`src/rtl/i2s_dac_serializer.sv`:
```
// I2S DAC serializer: two-stage scale/saturate pipeline, pending register and 64-bclk I2S framer.
// Define I2S_SER_ROUND_EN to round (half up) in stage 1 instead of truncating.
module i2s_dac_serializer #(
   parameter int DATA_SHIFT = 8
) (
   input  logic        clk,
   input  logic        reset,
   input  logic        run,
   input  logic        din_valid,
   input  logic [33:0] l_data_in,
   input  logic [33:0] r_data_in,
   output logic        bclk,
   output logic        lrck,
   output logic        sdata,
   output logic        underrun,
   output logic        overrun,
   output logic        clip,
   output logic        sample_pending
);

   localparam logic signed [34:0] SAT_MAX = 35'sd8388607;
   localparam logic signed [34:0] SAT_MIN = -35'sd8388608;
`ifdef I2S_SER_ROUND_EN
   localparam logic signed [34:0] ROUND_BIAS = 35'sd1 <<< (DATA_SHIFT - 1);
`endif

   logic signed [34:0] ext_l, ext_r;
   logic signed [34:0] s1_l_q, s1_r_q, s1_l_d, s1_r_d;
   logic               s1_valid_q;
   logic [23:0]        pend_l_q, pend_r_q, pend_l_d, pend_r_d;
   logic               pend_q, pend_d;
   logic [23:0]        act_l_q, act_r_q, act_l_d, act_r_d;
   logic [2:0]         div_q, div_d;
   logic [5:0]         bit_q, bit_d;
   logic               sdata_q, sdata_d;
   logic               underrun_q, underrun_d;
   logic               overrun_q, overrun_d;
   logic               clip_q, clip_d;
   logic [23:0]        sat_l, sat_r;
   logic               clip_l, clip_r;
   logic               load;
   logic [5:0]         bit_nxt;
   logic [4:0]         slot_k;
   logic [23:0]        slot_word;

   // Stage 1: 35-bit sign extension leaves headroom for the rounding bias.
   always_comb begin
      ext_l = {l_data_in[33], l_data_in};
      ext_r = {r_data_in[33], r_data_in};
`ifdef I2S_SER_ROUND_EN
      ext_l = ext_l + ROUND_BIAS;
      ext_r = ext_r + ROUND_BIAS;
`endif
      s1_l_d = din_valid ? (ext_l >>> DATA_SHIFT) : s1_l_q;
      s1_r_d = din_valid ? (ext_r >>> DATA_SHIFT) : s1_r_q;
   end

   always_comb begin
      clip_l = (s1_l_q > SAT_MAX) || (s1_l_q < SAT_MIN);
      clip_r = (s1_r_q > SAT_MAX) || (s1_r_q < SAT_MIN);
      sat_l  = (s1_l_q > SAT_MAX) ? 24'h7FFFFF : (s1_l_q < SAT_MIN) ? 24'h800000 : s1_l_q[23:0];
      sat_r  = (s1_r_q > SAT_MAX) ? 24'h7FFFFF : (s1_r_q < SAT_MIN) ? 24'h800000 : s1_r_q[23:0];
   end

   // A stage-2 write landing on the load edge bypasses the pending register.
   always_comb begin
      pend_l_d   = pend_l_q;
      pend_r_d   = pend_r_q;
      pend_d     = pend_q;
      act_l_d    = act_l_q;
      act_r_d    = act_r_q;
      underrun_d = 1'b0;
      overrun_d  = 1'b0;
      clip_d     = s1_valid_q && (clip_l || clip_r);
      load       = run && (bit_q == 6'd63) && (div_q == 3'd7);
      if (load) begin
         pend_d = 1'b0;
         if (s1_valid_q) begin
            act_l_d = sat_l;
            act_r_d = sat_r;
         end else if (pend_q) begin
            act_l_d = pend_l_q;
            act_r_d = pend_r_q;
         end else begin
            underrun_d = 1'b1;
         end
      end else if (s1_valid_q) begin
         pend_l_d  = sat_l;
         pend_r_d  = sat_r;
         pend_d    = 1'b1;
         overrun_d = pend_q;
      end

      bit_nxt   = bit_q + 6'd1;
      slot_k    = bit_nxt[4:0];
      slot_word = bit_nxt[5] ? act_r_q : act_l_q;
      div_d     = div_q + 3'd1;
      bit_d     = bit_q;
      sdata_d   = sdata_q;
      if (div_q == 3'd7) begin
         bit_d   = bit_nxt;
         sdata_d = (slot_k >= 5'd1 && slot_k <= 5'd24) ? slot_word[5'd24 - slot_k] : 1'b0;
      end
      // Idle: framer parked at frame start and active words zeroed so the first frame is silent.
      if (!run) begin
         div_d   = 3'd0;
         bit_d   = 6'd0;
         sdata_d = 1'b0;
         act_l_d = 24'd0;
         act_r_d = 24'd0;
      end
   end

   always_ff @(posedge clk or posedge reset) begin
      if (reset) begin
         s1_l_q     <= '0;
         s1_r_q     <= '0;
         s1_valid_q <= 1'b0;
         pend_l_q   <= '0;
         pend_r_q   <= '0;
         pend_q     <= 1'b0;
         act_l_q    <= '0;
         act_r_q    <= '0;
         div_q      <= '0;
         bit_q      <= '0;
         sdata_q    <= 1'b0;
         underrun_q <= 1'b0;
         overrun_q  <= 1'b0;
         clip_q     <= 1'b0;
      end else begin
         s1_l_q     <= s1_l_d;
         s1_r_q     <= s1_r_d;
         s1_valid_q <= din_valid;
         pend_l_q   <= pend_l_d;
         pend_r_q   <= pend_r_d;
         pend_q     <= pend_d;
         act_l_q    <= act_l_d;
         act_r_q    <= act_r_d;
         div_q      <= div_d;
         bit_q      <= bit_d;
         sdata_q    <= sdata_d;
         underrun_q <= underrun_d;
         overrun_q  <= overrun_d;
         clip_q     <= clip_d;
      end
   end

   assign bclk           = div_q[2];
   assign lrck           = bit_q[5];
   assign sdata          = sdata_q;
   assign underrun       = underrun_q;
   assign overrun        = overrun_q;
   assign clip           = clip_q;
   assign sample_pending = pend_q;

endmodule

```
`config.mk`:
```
export PLATFORM = sky130hd
export DESIGN_NAME = i2s_dac_serializer
export DESIGN_NICKNAME = d
export VERILOG_FILES = /design/src/rtl/i2s_dac_serializer.sv
export SDC_FILE = /design/constraint.sdc
export NUM_CORES = 1
export LEC_CHECK = 0
export CORE_MARGIN = 3
export CORE_UTILIZATION = 30
export CTS_CLUSTER_SIZE = 8
export DETAILED_ROUTE_END_ITERATION = 12
export GPL_TIMING_DRIVEN = 0
export SETUP_SLACK_MARGIN = 0.15
export SLEW_MARGIN = 20
export SYNTH_ARGS = -nofsm -noshare
export SYNTH_HDL_FRONTEND = slang
export SYNTH_SLANG_ARGS = --single-unit
```
`constraint.sdc`:
```
create_clock -name clk -period 6.95 [get_ports clk]
set_input_delay 1.39 -clock clk [delete_from_list [all_inputs] [get_ports clk]]
set_output_delay 1.39 -clock clk [all_outputs]
set_load 0.05 [all_outputs]
```
==> results of run 1 <==
[layer usage]
metal / wire [µm] / part of all wire (%) / track usage (%) / up-vias
li1: - / - / - / 2749
met2: 8938 / 47 / 22.44 / 108
met3: 690 / 3.6 / 2.715 / 18
met4: 258 / 1.4 / 4.162 / 0
met1: 9070 / 48 / 19.80 / 2719
met5: 0 / 0 / 0 / -
[metrics by stage]
stage	TNS [ns]	instance area, µm²	hold WS (ns)
floorplan	0	7840	0.4091
global placement	-199.88	8874	0.4281
detailed placement	0	8909	0.4366
CTS	0	9493	0.4459
global route	0	9493	0.4832
finish	0	9493	0.4390
[power breakdown]
| part | switching (mW) | leakage, nW | internal [mW] |
|---|---|---|---|
| Clock | 0.399 | 0.275 | 0.533 |
| Sequential | 0.0420 | 2.07 | 1.03 |
| Combinational | 0.153 | 1.67 | 0.142 |
| Total | 0.593 | 4.01 | 1.70 |
[registers in the layout, indices dropped and copies added, names as in the netlist]
register	count
s1_r_q	26
pend_l_q	24
act_l_q	24
bit_q	6
overrun	1
div_q	3
pend_r_q	24
sdata	1
underrun	1
act_r_q	24
sample_pending	1
s1_valid_q	1
s1_l_q	26
clip	1
[cells in the final DEF (no fill, tap or decap), drive strengths merged, types with 6 or more instances in the layout]
master / instances
xnor2: 7
a31oi: 7
dfrtp: 163
buf: 26
clkbuf: 52
mux2i: 26
nor2: 33
clkdlybuf4s50: 62
mux2: 102
inv: 45
nand2: 57
nor3: 6
nand3: 50
and2: 9
clkinv: 6
o21ai: 127
[how the worst max path moves through the flow]
stage	to	slack (ns)
after detailed placement	pend_l_q[19]$_DFFE_PP0P_	3.14
after global routing	pend_l_q[15]$_DFFE_PP0P_	3.45
after floorplan	act_l_q[0]$_DFFE_PP0P_	1.16
after CTS	pend_l_q[15]$_DFFE_PP0P_	3.58
final	pend_l_q[14]$_DFFE_PP0P_	3.62
after global placement	s1_l_q[14]$_DFFE_PP0P_	-1.25
[cells by family after synthesis]
logic type | Yosys count | synth area share, %
buf+inv | 102 | 5.362
fa+ha+maj | 4 | 0.6384
mux | 130 | 18.59
compound gates | 158 | 11.43
xor+xnor | 9 | 1.245
simple gates | 175 | 10.71
flops | 163 | 52.03
[area by class of cell]
type / count / area [µm²] / share of cell area [%]
multi-input cells: 476 / 3341 / 35.19
repair buffers: 63 / 648.1 / 6.827
inverters: 43 / 168.9 / 1.779
plain buffers: 59 / 259.0 / 2.728
flip-flops and latches: 163 / 4079 / 42.97
well taps: 330 / 412.9 / 4.350
clock buffers: 18 / 429.2 / 4.521
clock inverters: 14 / 155.1 / 1.634
==> results.sh, run 1 <==
export IMPL_required_ns=7.26
export IMPL_min_from="div_q[0]$_DFF_PP0_"
export IMPL_finalSetupViolations=0
export IMPL_synth_warnings=0
export IMPL_finalPower_mw=2.298
export IMPL_num_nets_final=899
export IMPL_ys_types=55
export IMPL_peakVddDrop_uv=137.3
export IMPL_placed_cells=1134
export IMPL_synthToLayoutAreaGrowth_pct=21.08
export IMPL_slowest_delay_ns=0.59
export IMPL_die_height_um=167.7
export IMPL_critical_path_endpoint_type="register"
export IMPL_path_cells="clkdlybuf4s50_1 -> nand4_1 -> nand2_1 -> buf_2 -> buf_2 -> mux2_2"
export IMPL_root_buffer="clkbuf_16"
export IMPL_fp_row_count=58
export IMPL_reg2regPathDepth=8
export IMPL_drt_drc_violations_left=0
export IMPL_design_core_area_mm2=0.02540
export IMPL_synth_cells=741
export IMPL_io_pins=79
export IMPL_worst_path_stages=6
export IMPL_clock_sinks=163
export IMPL_vias=5594
export IMPL_reg2reg_to="sdata$_DFFE_PP0P_"
export IMPL_ant_nets=0
export IMPL_drtPass1Iterations=5
export IMPL_rsz0062_at_grt="false"
export IMPL_cts_tree="done"
export IMPL_worstSetupPathType="input port to register"
export IMPL_fin_crit_sh_pct=47.92
export IMPL_dp_hpwl_um=13940
export IMPL_start_kind="input port"
export IMPL_leakagePower_nw=4.007
export IMPL_place_ws_ns=3.139
export IMPL_cts_resized=0
export IMPL_min_period_ns=3.330
export IMPL_fin_util_pct=37.37
export IMPL_finClkSkew_ns=0.01020
export IMPL_cts_hold_buffers=0
export IMPL_grt_pass1_wl_um=31770
export IMPL_cts_buffer_depth=2
export IMPL_die_area_mm2=0.02811
export IMPL_path_buf_inv=3
export IMPL_critPathLaunch="run"
export IMPL_diodes=0
export IMPL_synth_edf_count=0
export IMPL_grt_max_degree=86
export IMPL_cp_arrival_ns=3.64
export IMPL_via_per_inst=4.798
export IMPL_synth_most_common_cell="dfrtp_1"
export IMPL_clk_pin_slew_ns=0.06
export IMPL_clk_latency_ns=0.43
export IMPL_final_cells=1166
export IMPL_min_path_type="register to register"
export IMPL_holdPathStages=1
export IMPL_crit_family="buffers and inverters"
export IMPL_drive_above_1_share_pct=19.74
export IMPL_synthTopCellsByCount="dfrtp_1 (163), o21ai_0 (125), mux2_2 (102), nand2_1 (56), nand3_1 (49)"
export IMPL_drt_iter0_drc=404
export IMPL_worst_slack_ns=3.620
export IMPL_synthTopCellsByArea="dfrtp_1 (52%), mux2_2 (15%), o21ai_0 (8.0%), mux2i_1 (3.3%), nand3_1 (3.1%)"
export IMPL_tightestPinTransition_ns=0.7695
export IMPL_crit_top_cell="buf_2"
export IMPL_p_per_area_mw_per_mm2=242.0
export IMPL_hold_end="div_q[0]$_DFF_PP0_"
export IMPL_cts_buffers_inserted=17
export IMPL_synthesis_area_mm2=0.007840
export IMPL_routed_wl_um=18960
export IMPL_synth_area_leader_cell="dfrtp_1"
export IMPL_yosys_register_bits=163
export IMPL_gp_congestion=0.9074
export IMPL_antenna_found_initial=0
export IMPL_r2r_slack_ns=4.03
export IMPL_yosys_area_top_type_share_pct=52.03
export IMPL_grt_usage_pct=14.15
export IMPL_max_slew_margin_pct=48.70
export IMPL_synthesis_nets=817
export IMPL_synthArstFlopShare_pct=100.0
export IMPL_r2r_start="bit_q[0]$_DFFE_PP0P_"
export IMPL_critPathSlowestCell="clkdlybuf4s50_1"
export IMPL_avgRoutedWirePerCell_um=16.26
export IMPL_synthFlopType="dfrtp_1"
export IMPL_die_width_um=167.7
export IMPL_fmax_ghz=0.3003
export IMPL_hold_violations=0
export IMPL_first_global_vias=5825
export IMPL_io_buffers=62
export IMPL_overflow=0
export IMPL_fill_cells=2537
export IMPL_cts_max_level=4
export IMPL_maxCapViolations=0
export IMPL_ys_seq_area_share_pct=52.03
export IMPL_postCtsSetupRepairBufs=0
export IMPL_status="completed"
export IMPL_synth_area_per_cell_um2=10.58
export IMPL_slew_violations=0
export IMPL_crit_fanout=10
export IMPL_initial_core_util_pct=30.87
(Power assumes the default switching activity.)
==> inputs of run 2 (changes only) <==
- clock period: 6.95 -> 3.45 ns (I/O delays scaled with it)
==> run 2 against run 1 <==
Register-to-register slack lost 3.5 ns. Cell count increased by 0.34%. Non-clock buffer count up 4. Worst setup slack worse by 3.1 ns. Clock skew down 0.0019 ns. Via count up 2.8%. Sequential power up 100%. Combinational power rose by 110%. First-iteration DRC count down 14%. Critical endpoint is now pend_l_q[16]$_DFFE_PP0P_. Highest routed layer unchanged.
==> results.sh, run 2 (same netlist as run 1, synthesis figures left out) <==
export IMPL_hold_violations=0
export IMPL_critPathSlowestCell="dfrtp_1"
export IMPL_grt_max_degree=32
export IMPL_clk_pin_slew_ns=0.06
export IMPL_drtPass1Iterations=5
export IMPL_place_ws_ns=0.2976
export IMPL_p_per_area_mw_per_mm2=507.7
export IMPL_max_slew_margin_pct=52.34
export IMPL_fp_row_count=58
export IMPL_cts_buffer_depth=2
export IMPL_setup_tns_ns=0
export IMPL_path_cells="ha_1 -> buf_2 -> nand4_1 -> inv_1 -> nand4_1 -> nand2_1 -> buf_2 -> buf_2 -> mux2_2"
export IMPL_min_period_ns=2.924
export IMPL_tightestPinTransition_ns=0.7148
export IMPL_via_per_inst=4.914
export IMPL_fill_cells=2530
export IMPL_layout_commonest_cell="dfrtp_1"
export IMPL_clock_sinks=163
export IMPL_cts_max_level=4
export IMPL_fmax_ghz=0.3420
export IMPL_first_global_vias=5864
export IMPL_maxCapViolations=0
export IMPL_cts_tree="done"
export IMPL_diodes=0
export IMPL_root_buffer="clkbuf_16"
export IMPL_num_nets_final=903
export IMPL_worstSetupPathType="register to register"
export IMPL_status="completed"
export IMPL_peakVddDrop_uv=283.6
export IMPL_io_pins=79
export IMPL_grt_usage_pct=14.02
export IMPL_fin_crit_sh_pct=84.74
export IMPL_cts_buffers_inserted=17
export IMPL_drive_above_1_share_pct=20.24
export IMPL_min_path_type="register to register"
export IMPL_cts_resized=0
export IMPL_critical_path_endpoint_type="register"
export IMPL_cp_arrival_ns=3.22
export IMPL_routed_wl_um=19170
export IMPL_postCtsSetupRepairBufs=0
export IMPL_io_buffers=62
export IMPL_drt_drc_violations_left=0
export IMPL_overflow=0
export IMPL_dp_hpwl_um=14260
export IMPL_initial_core_util_pct=30.87
export IMPL_multi_input_comb_area_mm2=0.003341
export IMPL_gp_congestion=0.8820
export IMPL_leakagePower_nw=4.083
export IMPL_die_width_um=167.7
export IMPL_ant_nets=0
export IMPL_worst_slack_ns=0.5263
export IMPL_slowest_delay_ns=0.48
export IMPL_synthToLayoutAreaGrowth_pct=23.12
export IMPL_top_regs="s1_l_q: 26 flops, s1_r_q: 26 flops"
export IMPL_crit_fanout=10
export IMPL_drt_iter0_drc=347
export IMPL_antenna_found_initial=0
export IMPL_cts_hold_buffers=0
export IMPL_design_core_area_mm2=0.02540
export IMPL_required_ns=3.75
export IMPL_slew_violations=0
export IMPL_die_height_um=167.7
export IMPL_rsz0062_at_grt="false"
export IMPL_fin_util_pct=38.00
export IMPL_start_kind="register"
export IMPL_layout_common_cells="dfrtp_1 (163), o21ai_0 (125), mux2_2 (102), clkdlybuf4s50_1 (62), nand2_1 (56)"
export IMPL_finalSetupViolations=0
export IMPL_vias=5749
export IMPL_finClkSkew_ns=0.008281
export IMPL_crit_top_cell="buf_2"
export IMPL_regArea_mm2=0.004079
export IMPL_grt_pass1_wl_um=31510
export IMPL_avgRoutedWirePerCell_um=16.39
export IMPL_r2r_slack_ns=0.53
export IMPL_clk_latency_ns=0.42
export IMPL_finalPower_mw=4.901
export IMPL_die_area_mm2=0.02811
[run 2: cell types whose count changed in the layout (fill, tap and decap cells not counted)]
cell       before  now
buf_16          1    0
inv_8           2    0
clkinv_4        3    0
clkbuf_8        0    4
clkinv_2        2    1
bufinv_16       2    5
buf_12          0    5
clkbuf_1       35   34
[run 2: area by class of cell]
| type | count | share of cell area [%] |
|---|---|---|
| plain buffers | 59 | 2.683 |
| clock buffers | 21 | 4.977 |
| clock inverters | 11 | 2.022 |
| multi-input cells | 476 | 34.61 |
| inverters | 43 | 1.711 |
| well taps | 330 | 4.277 |
| repair buffers | 67 | 7.466 |
| flip-flops and latches | 163 | 42.26 |
[run 2: routing by layer]
metal | share of wire, % | vias up | global-route usage (%)
li1 | - | 2755 | -
met1 | 49 | 2870 | 19.64
met2 | 46 | 92 | 21.86
met3 | 2.9 | 32 | 2.668
met4 | 2.6 | 0 | 4.874
met5 | 0 | - | 0
[run 2: worst paths after layout]
| path | start | end | depth (start not counted) |
|---|---|---|---|
| max in group asynchronous | reset | pend_l_q[10]$_DFFE_PP0P_ | 4 |
| worst max register to register | bit_q[0]$_DFFE_PP0P_ | pend_l_q[16]$_DFFE_PP0P_ | 9 |
| worst max-delay path | bit_q[0]$_DFFE_PP0P_ | pend_l_q[16]$_DFFE_PP0P_ | 9 |
| worst min register to register | div_q[0]$_DFF_PP0_ | div_q[0]$_DFF_PP0_ | 1 |
| min in group asynchronous | reset | s1_r_q[18]$_DFFE_PP0P_ | 2 |
| worst min-delay path | div_q[0]$_DFF_PP0_ | div_q[0]$_DFF_PP0_ | 1 |
[run 2: where the power goes]
part | internal (mW) | switching, mW
registers | 2.07 | 0.0824
clock network | 1.37 | 0.773
logic | 0.293 | 0.312
[run 2: worst max-delay path: cells and delay by family (launching register included)]
kind	cells	cell delay (ns)
adder cells (fa/ha/maj)	1	0.18
buffers and inverters	4	0.93
flip-flops	1	0.48
multiplexers	1	0.37
AND/OR/NAND/NOR	3	0.82
[run 2: stage by stage]
stage                     std cells  hold slack (ns)  instance area [µm²]
after floorplan                 741           0.4091                 7844
after global placement         1133           0.4292                 8877
after detailed placement       1138           0.4383                 8977
after CTS                      1170           0.4468                 9653
after global routing           1170           0.4738                 9653
final                          1170           0.4491                 9653
